===== config.mk =====
export PLATFORM = sky130hd
export DESIGN_NAME = conv_window_scheduler
export DESIGN_NICKNAME = d
export VERILOG_FILES = /design/src/rtl/conv_pkg.sv /design/src/rtl/conv_addr_gen.sv /design/src/rtl/conv_window_scheduler.sv
export SDC_FILE = /design/constraint.sdc
export NUM_CORES = 1
export LEC_CHECK = 0
export CAP_MARGIN = 15
export CORE_MARGIN = 4
export CORE_UTILIZATION = 65
export CTS_BUF_LIST = sky130_fd_sc_hd__clkbuf_4 sky130_fd_sc_hd__clkbuf_8
export CTS_CLUSTER_DIAMETER = 60
export DETAILED_ROUTE_END_ITERATION = 6
export DONT_BUFFER_PORTS = 1
export PLACE_DENSITY = 0.81
export SLEW_MARGIN = 20
export SYNTH_ARGS = -nofsm -noshare
export SYNTH_HDL_FRONTEND = slang
export SYNTH_SLANG_ARGS = --single-unit

===== constraint.sdc =====
create_clock -name clk -period 5.3 [get_ports clk]
set_input_delay 0.795 -clock clk [delete_from_list [all_inputs] [get_ports clk]]
set_output_delay 0.795 -clock clk [all_outputs]
set_load 0.005 [all_outputs]

===== src/rtl/conv_pkg.sv =====
// conv_pkg: shared types and constants for the conv window scheduler
package conv_pkg;
  localparam int DEFAULT_DATA_WIDTH = 16;
  localparam logic [15:0] FP16_ONE = 16'h3C00;
  localparam logic [15:0] FP16_ZERO = 16'h0000;
  typedef enum logic [2:0] {S_IDLE, S_FETCH, S_DRAIN, S_CONV, S_WRITE, S_GAP, S_DONE} state_t;
endpackage


===== src/rtl/conv_addr_gen.sv =====
// conv_addr_gen: kernel-element and output-window counters producing image/result addresses
module conv_addr_gen #(
  parameter int IN_CH = 1,
  parameter int K_LEN = 3,
  parameter int K_WID = 3,
  parameter int IMG_H = 28,
  parameter int IMG_W = 28,
  parameter int STRIDE = 1,
  parameter int ADDR_WIDTH = 16
) (
  input  logic                  clk,
  input  logic                  reset,
  input  logic                  clear,
  input  logic                  rd_step,
  input  logic                  win_step,
  output logic [ADDR_WIDTH-1:0] img_rd_addr,
  output logic [ADDR_WIDTH-1:0] res_wr_addr,
  output logic                  rd_last,
  output logic                  win_last
);
  localparam int OUT_H = (IMG_H - K_LEN) / STRIDE + 1;
  localparam int OUT_W = (IMG_W - K_WID) / STRIDE + 1;
  localparam int CW = $clog2(IN_CH) + 1;
  localparam int RW = $clog2(K_LEN) + 1;
  localparam int KW = $clog2(K_WID) + 1;
  localparam int OHW = $clog2(OUT_H) + 1;
  localparam int OWW = $clog2(OUT_W) + 1;
  localparam logic [CW-1:0] C_MAX = CW'(IN_CH - 1);
  localparam logic [RW-1:0] KR_MAX = RW'(K_LEN - 1);
  localparam logic [KW-1:0] KC_MAX = KW'(K_WID - 1);
  localparam logic [OHW-1:0] OR_MAX = OHW'(OUT_H - 1);
  localparam logic [OWW-1:0] OC_MAX = OWW'(OUT_W - 1);
  logic [CW-1:0] c;
  logic [RW-1:0] kr;
  logic [KW-1:0] kc;
  logic [OHW-1:0] orow;
  logic [OWW-1:0] ocol;
  logic kc_wrap, kr_wrap, ocol_wrap;
  assign kc_wrap = kc == KC_MAX;
  assign kr_wrap = kr == KR_MAX;
  assign ocol_wrap = ocol == OC_MAX;
  assign rd_last = (c == C_MAX) && kr_wrap && kc_wrap;
  assign win_last = (orow == OR_MAX) && ocol_wrap;
  always_ff @(posedge clk or negedge reset) begin
    if (!reset) begin
      c <= '0;
      kr <= '0;
      kc <= '0;
      orow <= '0;
      ocol <= '0;
    end else if (clear) begin
      c <= '0;
      kr <= '0;
      kc <= '0;
      orow <= '0;
      ocol <= '0;
    end else begin
      if (rd_step) begin
        kc <= kc_wrap ? '0 : kc + KW'(1);
        if (kc_wrap) kr <= kr_wrap ? '0 : kr + RW'(1);
        if (kc_wrap && kr_wrap) c <= (c == C_MAX) ? '0 : c + CW'(1);
      end
      if (win_step) begin
        ocol <= ocol_wrap ? '0 : ocol + OWW'(1);
        if (ocol_wrap) orow <= (orow == OR_MAX) ? '0 : orow + OHW'(1);
      end
    end
  end
  assign img_rd_addr = ADDR_WIDTH'(c) * ADDR_WIDTH'(IMG_H * IMG_W)
                     + (ADDR_WIDTH'(orow) * ADDR_WIDTH'(STRIDE) + ADDR_WIDTH'(kr)) * ADDR_WIDTH'(IMG_W)
                     + ADDR_WIDTH'(ocol) * ADDR_WIDTH'(STRIDE) + ADDR_WIDTH'(kc);
  assign res_wr_addr = ADDR_WIDTH'(orow) * ADDR_WIDTH'(OUT_W) + ADDR_WIDTH'(ocol);
endmodule


===== src/rtl/conv_window_scheduler.sv =====
// conv_window_scheduler: walks a convUnit over a feature map, fetching each window,
// running the unit to completion and storing its result in row-major output order.
module conv_window_scheduler
  import conv_pkg::*;
#(
  parameter int DATA_WIDTH = DEFAULT_DATA_WIDTH,
  parameter int IN_CH = 1,
  parameter int K_LEN = 3,
  parameter int K_WID = 3,
  parameter int IMG_H = 28,
  parameter int IMG_W = 28,
  parameter int STRIDE = 1,
  parameter int ADDR_WIDTH = 16,
  localparam int N = IN_CH * K_LEN * K_WID
) (
  input  logic                    clk,
  input  logic                    reset,
  input  logic                    start,
  output logic                    busy,
  output logic                    done,
  output logic                    img_rd_en,
  output logic [ADDR_WIDTH-1:0]   img_rd_addr,
  input  logic [DATA_WIDTH-1:0]   img_rd_data,
  output logic [0:N*DATA_WIDTH-1] patch,
  output logic                    cu_conv_en,
  input  logic                    cu_out_valid,
  input  logic [DATA_WIDTH-1:0]   cu_result,
  output logic                    res_wr_en,
  output logic [ADDR_WIDTH-1:0]   res_wr_addr,
  output logic [DATA_WIDTH-1:0]   res_wr_data
);
  localparam int IW = $clog2(N) + 1;
  state_t state, nxt;
  logic rd_last, win_last;
  logic [IW-1:0] idx, cap_idx;
  logic cap_vld;
  logic [DATA_WIDTH-1:0] res_q;
  conv_addr_gen #(
    .IN_CH(IN_CH), .K_LEN(K_LEN), .K_WID(K_WID), .IMG_H(IMG_H), .IMG_W(IMG_W),
    .STRIDE(STRIDE), .ADDR_WIDTH(ADDR_WIDTH)
  ) u_addr (
    .clk(clk),
    .reset(reset),
    .clear(state == S_DONE),
    .rd_step(state == S_FETCH),
    .win_step(state == S_GAP && !win_last),
    .img_rd_addr(img_rd_addr),
    .res_wr_addr(res_wr_addr),
    .rd_last(rd_last),
    .win_last(win_last)
  );
  always_comb begin
    nxt = state;
    busy = 1'b1;
    done = 1'b0;
    img_rd_en = 1'b0;
    cu_conv_en = 1'b0;
    res_wr_en = 1'b0;
    case (state)
      S_IDLE: begin
        busy = 1'b0;
        nxt = start ? S_FETCH : S_IDLE;
      end
      S_FETCH: begin
        img_rd_en = 1'b1;
        nxt = rd_last ? S_DRAIN : S_FETCH;
      end
      S_DRAIN: nxt = S_CONV;
      S_CONV: begin
        cu_conv_en = 1'b1;
        nxt = cu_out_valid ? S_WRITE : S_CONV;
      end
      S_WRITE: begin
        res_wr_en = 1'b1;
        nxt = S_GAP;
      end
      S_GAP: nxt = win_last ? S_DONE : S_FETCH;
      S_DONE: begin
        busy = 1'b0;
        done = 1'b1;
        nxt = S_IDLE;
      end
      default: begin
        busy = 1'b0;
        nxt = S_IDLE;
      end
    endcase
  end
  // read data lands one cycle after its strobe, so the slot index is delayed with it
  always_ff @(posedge clk or negedge reset) begin
    if (!reset) begin
      state <= S_IDLE;
      idx <= '0;
      cap_idx <= '0;
      cap_vld <= 1'b0;
      patch <= '0;
      res_q <= '0;
    end else begin
      state <= nxt;
      idx <= (img_rd_en && !rd_last) ? idx + IW'(1) : '0;
      cap_idx <= idx;
      cap_vld <= img_rd_en;
      if (cap_vld) patch[int'(cap_idx)*DATA_WIDTH +: DATA_WIDTH] <= img_rd_data;
      if (state == S_CONV && cu_out_valid) res_q <= cu_result;
    end
  end
  assign res_wr_data = res_q;
endmodule

* Word-level counts from Yosys, hierarchy flattened
Index checks and enable logic that the tools add are counted.
Operators by class: add/subtract/negate cells 12, multipliers 3, equality and inequality tests 10, shift-type cells 2, multiplexer cells 30, bitwise logic cells 2, reduce and logical (&&, ||, !) cells 19
Operators with widths (count):
- variable shift 145 x 33 -> 144 bit, first input constant | 1
- variable part select 145 x 33 -> 144 bit | 1
- bitwise mux 144 bit | 1
- two-way mux 6 bit | 7
- negator 32 -> 33 bit | 1
- NOT 9 -> 32 bit | 1
- two-way mux 3 bit | 9
- case mux 3 bit (6 select lines) | 1
- adder 11 x 16 -> 16 bit | 1
- adder 16 x 3 -> 16 bit | 1
- adder 16 x 6 -> 16 bit | 1
- multiplier 16 x 3 -> 14 bit, second input constant | 1
- adder 11 x 6 -> 12 bit | 1
- adder 6 x 1 -> 6 bit, second input constant | 2
- equality test 3 x 2 -> 1 bit, second input constant | 4
- equality test 6 x 5 -> 1 bit, second input constant | 2
- multiplier 6 x 4 -> 10 bit, second input constant | 1
- two-way mux 1 bit | 10
- nonzero test 2 bit | 5
- equality test 3 bit, second input constant | 3
- adder 6 x 3 -> 7 bit | 1
- logical AND 1 bit | 7
- multiplier 1 x 6 -> 7 bit, second input constant | 1
- adder 3 x 1 -> 3 bit, second input constant | 2
- 10 further kinds | 13
Word-level totals: flip-flop bits (word level) 193, input port bits 36, output and inout bits 197, logic and storage cells 89

* Depth between registers and ports, before layout
Gate-level depths: netlist (run 1).
depth after elaboration 6, depth in mapped cells 16, mapped depth without buffers 16

* Hierarchy
A second synthesis (run 1) with hierarchy kept.
Second synthesis, totals: cells, all modules 724, area, all modules 9356.5 sq um
Modules (own cells, without submodules):
- conv_window_scheduler | instances 1, cells each 402, area each 6602.6 sq um, sequential area each 4354.2 sq um
- conv_addr_gen | instances 1, cells each 322, area each 2753.9 sq um, sequential area each 450.4 sq um

* Worst setup path after synthesis (run 1)
No wires, ideal clock.
path kind register to output, start point reg u_addr.orow[0], end point out img_rd_addr[11], arrival time 4107 ps, required time 4505 ps, path slack 398 ps, stages on the path, launching flop included 17, path buffers 0, cell sequence dfrtp_1 -> ha_1 -> fa_1 -> xor2_1 -> fa_1 -> ha_1 -> inv_1 -> fa_1 -> inv_1 -> ha_1 -> ha_1 -> o21ai_0 -> o21bai_1 -> a21oi_1 -> nand3b_1 -> nor3b_1 -> xor2_1
Between the ends: word-level cells in the longest chain between the ends 5
Ends and longest elaborated chain:
- start: declaration | RTL line conv_addr_gen.sv:36 | logic [OHW-1:0] orow;
- start signal: assignment | RTL line conv_addr_gen.sv:65 | if (ocol_wrap) orow <= (orow == OR_MAX) ? '0 : orow + OHW'(1);
- adder 6 x 3 -> 7 bit | RTL line conv_addr_gen.sv:70 | + (ADDR_WIDTH'(orow) * ADDR_WIDTH'(STRIDE) + ADDR_WIDTH'(kr)) * ADDR_WIDTH'(IMG_W)
- multiplier 16 x 3 -> 14 bit | RTL line conv_addr_gen.sv:70
- adder 11 x 16 -> 16 bit | RTL line conv_addr_gen.sv:70
- adder 16 x 6 -> 16 bit | RTL line conv_addr_gen.sv:71 | + ADDR_WIDTH'(ocol) * ADDR_WIDTH'(STRIDE) + ADDR_WIDTH'(kc);
- adder 16 x 3 -> 16 bit | RTL line conv_addr_gen.sv:71
- end: declaration | RTL line conv_window_scheduler.sv:22 | output logic [ADDR_WIDTH-1:0] img_rd_addr,
Every way passes these cells.

* Worst setup path in the final report (run 1)
start point reg u_addr.kr[0], end point out img_rd_addr[11]
Between the ends: word-level cells in the longest chain between the ends 5
Ends and longest elaborated chain:
- start: declaration | RTL line conv_addr_gen.sv:34 | logic [RW-1:0] kr;
- start signal: assignment | RTL line conv_addr_gen.sv:60 | if (kc_wrap) kr <= kr_wrap ? '0 : kr + RW'(1);
- adder 6 x 3 -> 7 bit | RTL line conv_addr_gen.sv:70
- multiplier 16 x 3 -> 14 bit | RTL line conv_addr_gen.sv:70
- adder 11 x 16 -> 16 bit | RTL line conv_addr_gen.sv:70
- adder 16 x 6 -> 16 bit | RTL line conv_addr_gen.sv:71
- adder 16 x 3 -> 16 bit | RTL line conv_addr_gen.sv:71
Every way passes these cells.

==> flow_metrics.env, run 1 <==
export IMPL_status="finished, final reports clean"
export IMPL_cp_end_kind="output port"
export IMPL_fin_area_sq_um=9938
export IMPL_clk_latency_ns=0.47
export IMPL_crit_type="reg2out"
export IMPL_hp_class="in2async"
export IMPL_fmax_mhz=197.2
export IMPL_drv_cap=0
export IMPL_yosys_area_share_simple_pct=6.634
export IMPL_grt_pass1_vias=5974
export IMPL_avgSynthCellArea_sq_um=13.02
export IMPL_path_common_cell="ha_4"
export IMPL_p_comb_share_pct=33.6
export IMPL_cts_tree="done"
export IMPL_syn_to_final_growth_pct=7.541
export IMPL_timing_rr_start="u_addr.orow[0]$_DFFE_PN0P_"
export IMPL_r2r_worst_path_cells=9
export IMPL_min_period_ns=5.072
export IMPL_num_rows=43
export IMPL_antenna_cells=0
export IMPL_cts_clk_slew_worst_paths_ns=0.11
export IMPL_place_inst=875
export IMPL_grt_max_degree=186
export IMPL_synthMuxAreaShare_pct=19.60
export IMPL_vias=5580
export IMPL_p_sw_mw=2.099
export IMPL_finalCritPeriodShare_pct=95.70
export IMPL_fp_dieW_um=127.2
export IMPL_synth_xor_area_share_pct=3.981
export IMPL_track_usage_pct=25.53
export IMPL_htree_levels=4
export IMPL_hpwl_mm=14.53
export IMPL_ys_flop_type="dfrtp_1"
export IMPL_worst_path_largest_cell_delay_ns=0.57
export IMPL_cp_cell_sequence="ha_4 -> fa_2 -> fa_1 -> ha_2 -> inv_1 -> fa_1 -> inv_1 -> ha_4 -> ha_4 -> o21ai_1 -> o21bai_1 -> a21oi_2 -> nand3b_1 -> nor3b_2 -> xor2_1"
export IMPL_async_flop_share_pct=100.0
export IMPL_synth_yosys_seq_area_share_pct=51.99
export IMPL_clockBufferDepth=2
export IMPL_crit_fanout=3
export IMPL_synth_adder_area_share_pct=9.775
export IMPL_drive_above_1_share_pct=30.57
export IMPL_wl_mm=20.39
export IMPL_synth_edf_count=0
export IMPL_relSlewSlack_pct=32.18
export IMPL_setup_violations=0
export IMPL_crit_path_start_kind="flip-flop"
export IMPL_cellPowerDensity_nw_per_um2=569.7
export IMPL_peakVddDrop_mv=0.3208
export IMPL_synth_seq_cells=192
export IMPL_ant_nets=0
export IMPL_worst_ep_arrival_time_ns=4.28
export IMPL_p_sw_share_pct=37.07
export IMPL_p_leak_nw=4.569
export IMPL_grt_pass1_wl_mm=32.04
export IMPL_ios=233
export IMPL_cts_root_buffer="clkbuf_8"
export IMPL_wl_per_cell_um=22.26
export IMPL_overflow=0
export IMPL_placed_area_sq_um=9374
export IMPL_numCtsBuffers=17
export IMPL_reg2reg_to="u_addr.ocol[3]$_DFFE_PN0P_"
export IMPL_port_buffers=0
export IMPL_cpMaxStageDelayCell="fa_1"
export IMPL_seq_power_share_pct=49.8
export IMPL_intPower_mw=3.563
export IMPL_synthCells=710
export IMPL_synthDistinctLibCells=52
export IMPL_core_area_sq_um=13880
export IMPL_synth_compound_area_share_pct=4.739
export IMPL_clockPowerShare_pct=16.6
export IMPL_syn_cell_area_sq_um=9241
export IMPL_worst_pin_slew_ns=1.012
export IMPL_finalHoldViolations=0
export IMPL_drt_pre_antenna_iters=5
export IMPL_first_iter_violations=305
export IMPL_via_per_inst=6.092
export IMPL_fin_tns_setup_ns=0
export IMPL_synth_top_family_by_area="multiplexers"
export IMPL_reg2reg_setup_slack_ns=2.93
export IMPL_cp_required_ns=4.51
export IMPL_slew_violations=0
export IMPL_initial_core_util_pct=66.58
export IMPL_finalNonFillerCells=916
export IMPL_clock_sinks=192
export IMPL_dieArea_sq_um=16190
export IMPL_antenna_found_initial=0
export IMPL_finClkSkew_ns=0.02109
export IMPL_finalNetCount=824
export IMPL_drcViolationCount=0
export IMPL_routabilityCongestion=0.8411
export IMPL_die_h_um=127.2
export IMPL_yosysWarnings=0
final cells by class:
type,count,area [sq um]
tap,180,225.2
multi-input combinational,457,4219
clock inverter,14,165.2
fill,868,3943
inverter,43,161.4
timing repair buffer,12,112.6
clock buffer,18,247.7
sequential,192,4807
flip-flops by register name (all words and copies together), names as in the netlist:
register     cells
cap_vld          1
u_addr.kc        3
patch          144
idx              5
u_addr.kr        3
u_addr.orow      6
res_wr_data     16
cap_idx          5
u_addr.ocol      6
state            3
metal layers:
metal,share of wire [%],vias up,track usage [%]
met5,0,-,0
met4,3.1,0,11.10
met3,9.0,45,8.946
met2,51,220,43.49
met1,37,2828,29.27
li1,-,2487,-
power groups by stage:
stage | sequential (mW) | combinational (mW) | clock [mW]
after floorplan | 2.59 | 1.46 | 0
after global placement | 2.81 | 1.66 | 0
after detailed placement | 2.86 | 1.76 | 0
after CTS | 2.82 | 1.84 | 0.964
after global routing | 2.89 | 2.13 | 1.02
final | 2.82 | 1.90 | 0.939
critical path: cells and delay by family, from the launching register on:
family	cells	cell delay, ns
DFF	1	0.44
xor gates and xnor gates	1	0.20
and+or+nand+nor	2	0.40
adders and majority gates	7	2.36
AOI/OAI and AO/OA	3	0.31
buffers and inverters	2	0.11
layout by cell type, fill, tap and decap left out, types with 4 or more instances in the layout:
master / count
clkinv_8: 5
nand3_1: 8
nor2_1: 30
a21o_1: 9
and3_1: 5
nand2b_1: 8
o21ai_0: 19
clkbuf_8: 18
a211oi_1: 4
xor2_1: 15
buf_4: 10
nand2_1: 25
nand4_1: 4
ha_1: 49
nor3_1: 7
inv_1: 42
fa_1: 11
xnor2_1: 26
conb_1: 7
mux2_2: 160
nor2b_1: 5
inv_6: 4
a21oi_1: 18
dfrtp_1: 190
logic make-up (layout without fill, tap and decap cells):
logic type	count (synthesis)	count (layout)
multiplexers	161	161
AO/OA/AOI/OAI	68	68
XOR/XNOR	42	42
flip-flops	192	192
AND/OR/NAND/NOR	114	114
adder cells (fa/ha/maj)	65	65
buffers and inverters	67	87
other	1	7
timing repair:
| item | 4_1_cts | 5_1_grt |
|---|---|---|
| hold buffers | 2 | 0 |
| endpoints found under the hold margin | 185 | 0 |
| gates resized for setup | 5 | 8 |
| setup endpoints to repair | 1 | 2 |
| buffers inserted | 2 | 5 |
| pin swaps | 2 | 11 |
worst max-delay path by stage:
stage	from	end	slack, ns	cells after the start
6_report	u_addr.kr[0]$_DFFE_PN0P_	img_rd_addr[11]	0.23	15
3_3_place_gp	u_addr.kr[0]$_DFFE_PN0P_	img_rd_addr[11]	0.48	16
3_5_place_dp	u_addr.kr[0]$_DFFE_PN0P_	img_rd_addr[11]	0.36	17
5_1_grt	u_addr.orow[0]$_DFFE_PN0P_	img_rd_addr[11]	-0.05	15
2_1_floorplan	u_addr.orow[0]$_DFFE_PN0P_	img_rd_addr[11]	0.40	16
4_1_cts	u_addr.orow[0]$_DFFE_PN0P_	img_rd_addr[11]	0.01	16
cell usage after synthesis (all sizes together), types with 3 or more instances:
| library cell | number | share of area (%) |
|---|---|---|
| dfrtp | 192 | 52 |
| nand4 | 4 | 0.27 |
| o21ai | 20 | 1.1 |
| nand3 | 9 | 0.54 |
| fa | 12 | 2.6 |
| nor3 | 9 | 0.60 |
| nor2b | 5 | 0.34 |
| xor2 | 16 | 1.5 |
| xnor2 | 26 | 2.5 |
| nand2 | 25 | 1.0 |
| mux2 | 160 | 19 |
| nor2 | 30 | 1.2 |
| nand3b | 3 | 0.24 |
| a211oi | 4 | 0.32 |
| a21o | 9 | 0.73 |
| nor3b | 3 | 0.30 |
| inv | 43 | 1.7 |
| ha | 53 | 7.2 |
| nand2b | 9 | 0.69 |
| buf | 22 | 1.4 |
| a21oi | 19 | 1.0 |
| a31oi | 3 | 0.20 |
| and3 | 5 | 0.34 |
per-stage QoR:
| stage | hold slack (ns) | util [%] | worst slack [ns] | total power, mW |
|---|---|---|---|---|
| after floorplan | 0.3718 | - | 0.3979 | 4.049 |
| after global placement | 0.3837 | 67.53 | 0.4768 | 4.470 |
| after detailed placement | 0.3898 | 67.53 | 0.3595 | 4.620 |
| after CTS | 0.3923 | 71.09 | 0.01263 | 5.626 |
| after global routing | 0.4032 | 71.60 | -0.05095 | 6.036 |
| final | 0.3114 | 71.60 | 0.2277 | 5.662 |
Note: power is estimated with default switching activity, not from simulation.
==> inputs of run 2 (changes only) <==
ABC_AREA = 1   (was default)
==> flow_metrics.env, run 2 <==
export IMPL_status="finished, final reports clean"
export IMPL_r2r_worst_path_cells=7
export IMPL_num_rows=43
export IMPL_layout_commonest_cell="nand2_1"
export IMPL_antenna_cells=0
export IMPL_port_buffers=0
export IMPL_hpwl_mm=16.00
export IMPL_antenna_found_initial=1
export IMPL_crit_path_start_kind="flip-flop"
export IMPL_largest_reg_flops=144
export IMPL_hp_class="in2async"
export IMPL_overflow=0
export IMPL_clk_latency_ns=0.46
export IMPL_drt_pre_antenna_iters=5
export IMPL_use_met2_pct=45.56
export IMPL_crit_fanout=5
export IMPL_synthTopCellsByArea="dfrtp_1 52%, nand2_1 7.9%, o21ai_0 7.2%"
export IMPL_drive_above_1_share_pct=7.685
export IMPL_grt_max_degree=151
export IMPL_cp_end_kind="output port"
export IMPL_synthDistinctLibCells=41
export IMPL_ys_top_cells_by_count="196 x nand2_1, 192 x dfrtp_1, 133 x o21ai_0"
export IMPL_yosysMostFrequentCell="nand2_1"
export IMPL_dieArea_sq_um=16240
export IMPL_slew_violations=0
export IMPL_fin_area_sq_um=9998
export IMPL_numCtsBuffers=17
export IMPL_grt_pass1_wl_mm=35.49
export IMPL_relSlewSlack_pct=35.74
export IMPL_finalCritPeriodShare_pct=96.11
export IMPL_via_per_inst=5.850
export IMPL_async_flop_share_pct=100.0
export IMPL_drv_cap=0
export IMPL_first_iter_violations=581
export IMPL_die_h_um=127.4
export IMPL_grt_use_met3_pct=9.741
export IMPL_wl_per_cell_um=19.52
export IMPL_routabilityCongestion=0.8697
export IMPL_htree_levels=4
export IMPL_post_route_util_pct=71.75
export IMPL_holdWs_ns=0.1412
export IMPL_synth_edf_count=0
export IMPL_top_register="patch"
export IMPL_fillers=968
export IMPL_grt_pass1_vias=6705
export IMPL_avgSynthCellArea_sq_um=9.338
export IMPL_place_inst=1143
export IMPL_peakVddDrop_mv=0.2239
export IMPL_fmax_mhz=196.3
export IMPL_fp_dieW_um=127.4
export IMPL_reg2reg_setup_slack_ns=2.97
export IMPL_ios=233
export IMPL_timing_rr_start="cap_idx[4]$_DFF_PN0_"
export IMPL_finClkSkew_ns=0.01261
export IMPL_core_area_sq_um=13930
export IMPL_finalNetCount=1091
export IMPL_grt_busiest_layer="met2"
export IMPL_wl_mm=23.07
export IMPL_finalNonFillerCells=1182
export IMPL_cts_root_buffer="clkbuf_8"
export IMPL_syn_to_final_growth_pct=7.826
export IMPL_synth_seq_cells=192
export IMPL_yosysWarnings=0
export IMPL_p_leak_nw=5.120
export IMPL_synth_top_area_cell="dfrtp_1"
export IMPL_clock_sinks=192
export IMPL_crit_type="reg2out"
export IMPL_timing_final_ws_setup_ns=0.2061
export IMPL_setup_violations=0
export IMPL_track_usage_pct=27.99
export IMPL_initial_core_util_pct=66.54
export IMPL_min_period_ns=5.094
export IMPL_cts_clk_slew_worst_paths_ns=0.10
export IMPL_met1_usage_pct=34.38
export IMPL_cp_required_ns=4.51
export IMPL_synth_top_cell_area_share_pct=51.81
export IMPL_finalHoldViolations=0
export IMPL_ys_flop_type="dfrtp_1"
export IMPL_placed_area_sq_um=9351
export IMPL_ant_nets=0
export IMPL_cellPowerDensity_nw_per_um2=539.1
export IMPL_cts_tree="done"
export IMPL_clockBufferDepth=2
export IMPL_worst_pin_slew_ns=0.9612
export IMPL_dpl_worst_slack_ns=0.2467
export IMPL_vias=6915
export IMPL_syn_cell_area_sq_um=9273
export IMPL_worst_ep_arrival_time_ns=4.30
export IMPL_synthCells=993
export IMPL_drcViolationCount=0
export IMPL_most_common_layout_cells="194 x nand2_1, 191 x dfrtp_1, 133 x o21ai_0"
export IMPL_synth_yosys_seq_area_share_pct=51.81
export IMPL_reg2reg_to="patch[98]$_DFFE_PN0P_"
[run 2: cell count changes after synthesis, moves of 8 or more]
cell	previous run	this run
nand2b_1	8	0
nand2_1	25	196
inv_1	43	104
mux2_2	160	1
nor2_1	30	70
mux2_4	0	9
a21oi_1	19	53
xnor2_1	26	9
nand3_1	8	39
clkbuf_1	2	21
o21ai_0	20	133
nand4_1	4	13
[run 2: worst max-delay path, stage by stage (launching register included)]
cell     delay, ns
dfrtp_1       0.45
ha_4          0.20
fa_2          0.41
xor2_4        0.22
fa_1          0.52
ha_2          0.19
inv_1         0.05
fa_1          0.47
inv_1         0.06
ha_4          0.15
ha_1          0.34
nand2_1       0.07
inv_1         0.06
nand4_1       0.09
nand3_1       0.14
nand3_1       0.13
nor2_1        0.10
nand3_1       0.08
nand2_1       0.11
[run 2: logic make-up (layout without fill, tap and decap cells)]
kind of cell    after synthesis  count (layout)  synth area share (%)
compound gates              201             201                 11.11
xor+xnor                     31              31                 2.928
fa+ha+maj                    65              65                 9.742
buf+inv                     148             151                 6.490
flops                       192             192                 51.81
mux                          18              18                 2.537
other cells                   1               7               0.04044
simple gates                337             337                 15.34
[run 2: what timing repair did]
action / in CTS / in global routing
resized for setup: 5 / 11
setup endpoints to repair: 6 / 5
hold buffers: 2 / 2
pin swaps: 0 / 8
endpoints found under the hold margin: 31 / 88
cloned: 0 / 0
buffers inserted: 1 / 3
[run 2: report_power, final]
part | internal (mW) | total (mW) | switching [mW] | leakage (nW)
Combinational | 0.612 | 1.60 | 0.987 | 2.61
Clock | 0.502 | 1.01 | 0.513 | 0.210
Sequential | 2.13 | 2.78 | 0.645 | 2.30
Total | 3.24 | 5.39 | 2.14 | 5.12
[run 2: metrics by stage]
stage	total power [mW]	setup TNS [ns]
after detailed placement	4.262	0
final	5.390	0
after CTS	5.316	0
after global routing	5.771	-0.03156
after global placement	4.159	0
after floorplan	3.771	0
[run 2: final cells by class]
cell class                      count  area [sq um]  area share [%]
Clock buffer                       21         270.3           2.703
Clock inverter                     10         151.4           1.514
Inverter                          111         416.7           4.167
Multi-Input combinational cell    659          3999           40.00
Sequential cell                   192          4806           48.07
Tap cell                          180         225.2           2.253
Timing Repair Buffer                9         130.1           1.301
[run 2: worst max-delay path by stage]
stage / from / end / slack (ns) / cells after the start
5_1_grt: u_addr.kr[0]$_DFFE_PN0P_ / img_rd_addr[11] / -0.02 / 18
3_3_place_gp: u_addr.orow[0]$_DFFE_PN0P_ / img_rd_addr[12] / 0.40 / 19
2_1_floorplan: u_addr.orow[0]$_DFFE_PN0P_ / img_rd_addr[12] / 0.56 / 18
6_report: u_addr.kr[0]$_DFFE_PN0P_ / img_rd_addr[11] / 0.21 / 18
4_1_cts: u_addr.orow[0]$_DFFE_PN0P_ / img_rd_addr[12] / 0.01 / 19
3_5_place_dp: u_addr.orow[0]$_DFFE_PN0P_ / img_rd_addr[12] / 0.25 / 19
[run 2: metal layers]
metal  vias to the layer above  part of all wire [%]  wire (um)
met2                       300                    49      11410
li1                       3222                     -          -
met4                         2                   3.1        722
met1                      3338                    38       8669
met3                        53                   9.8       2261
met5                         -                 0.035          8
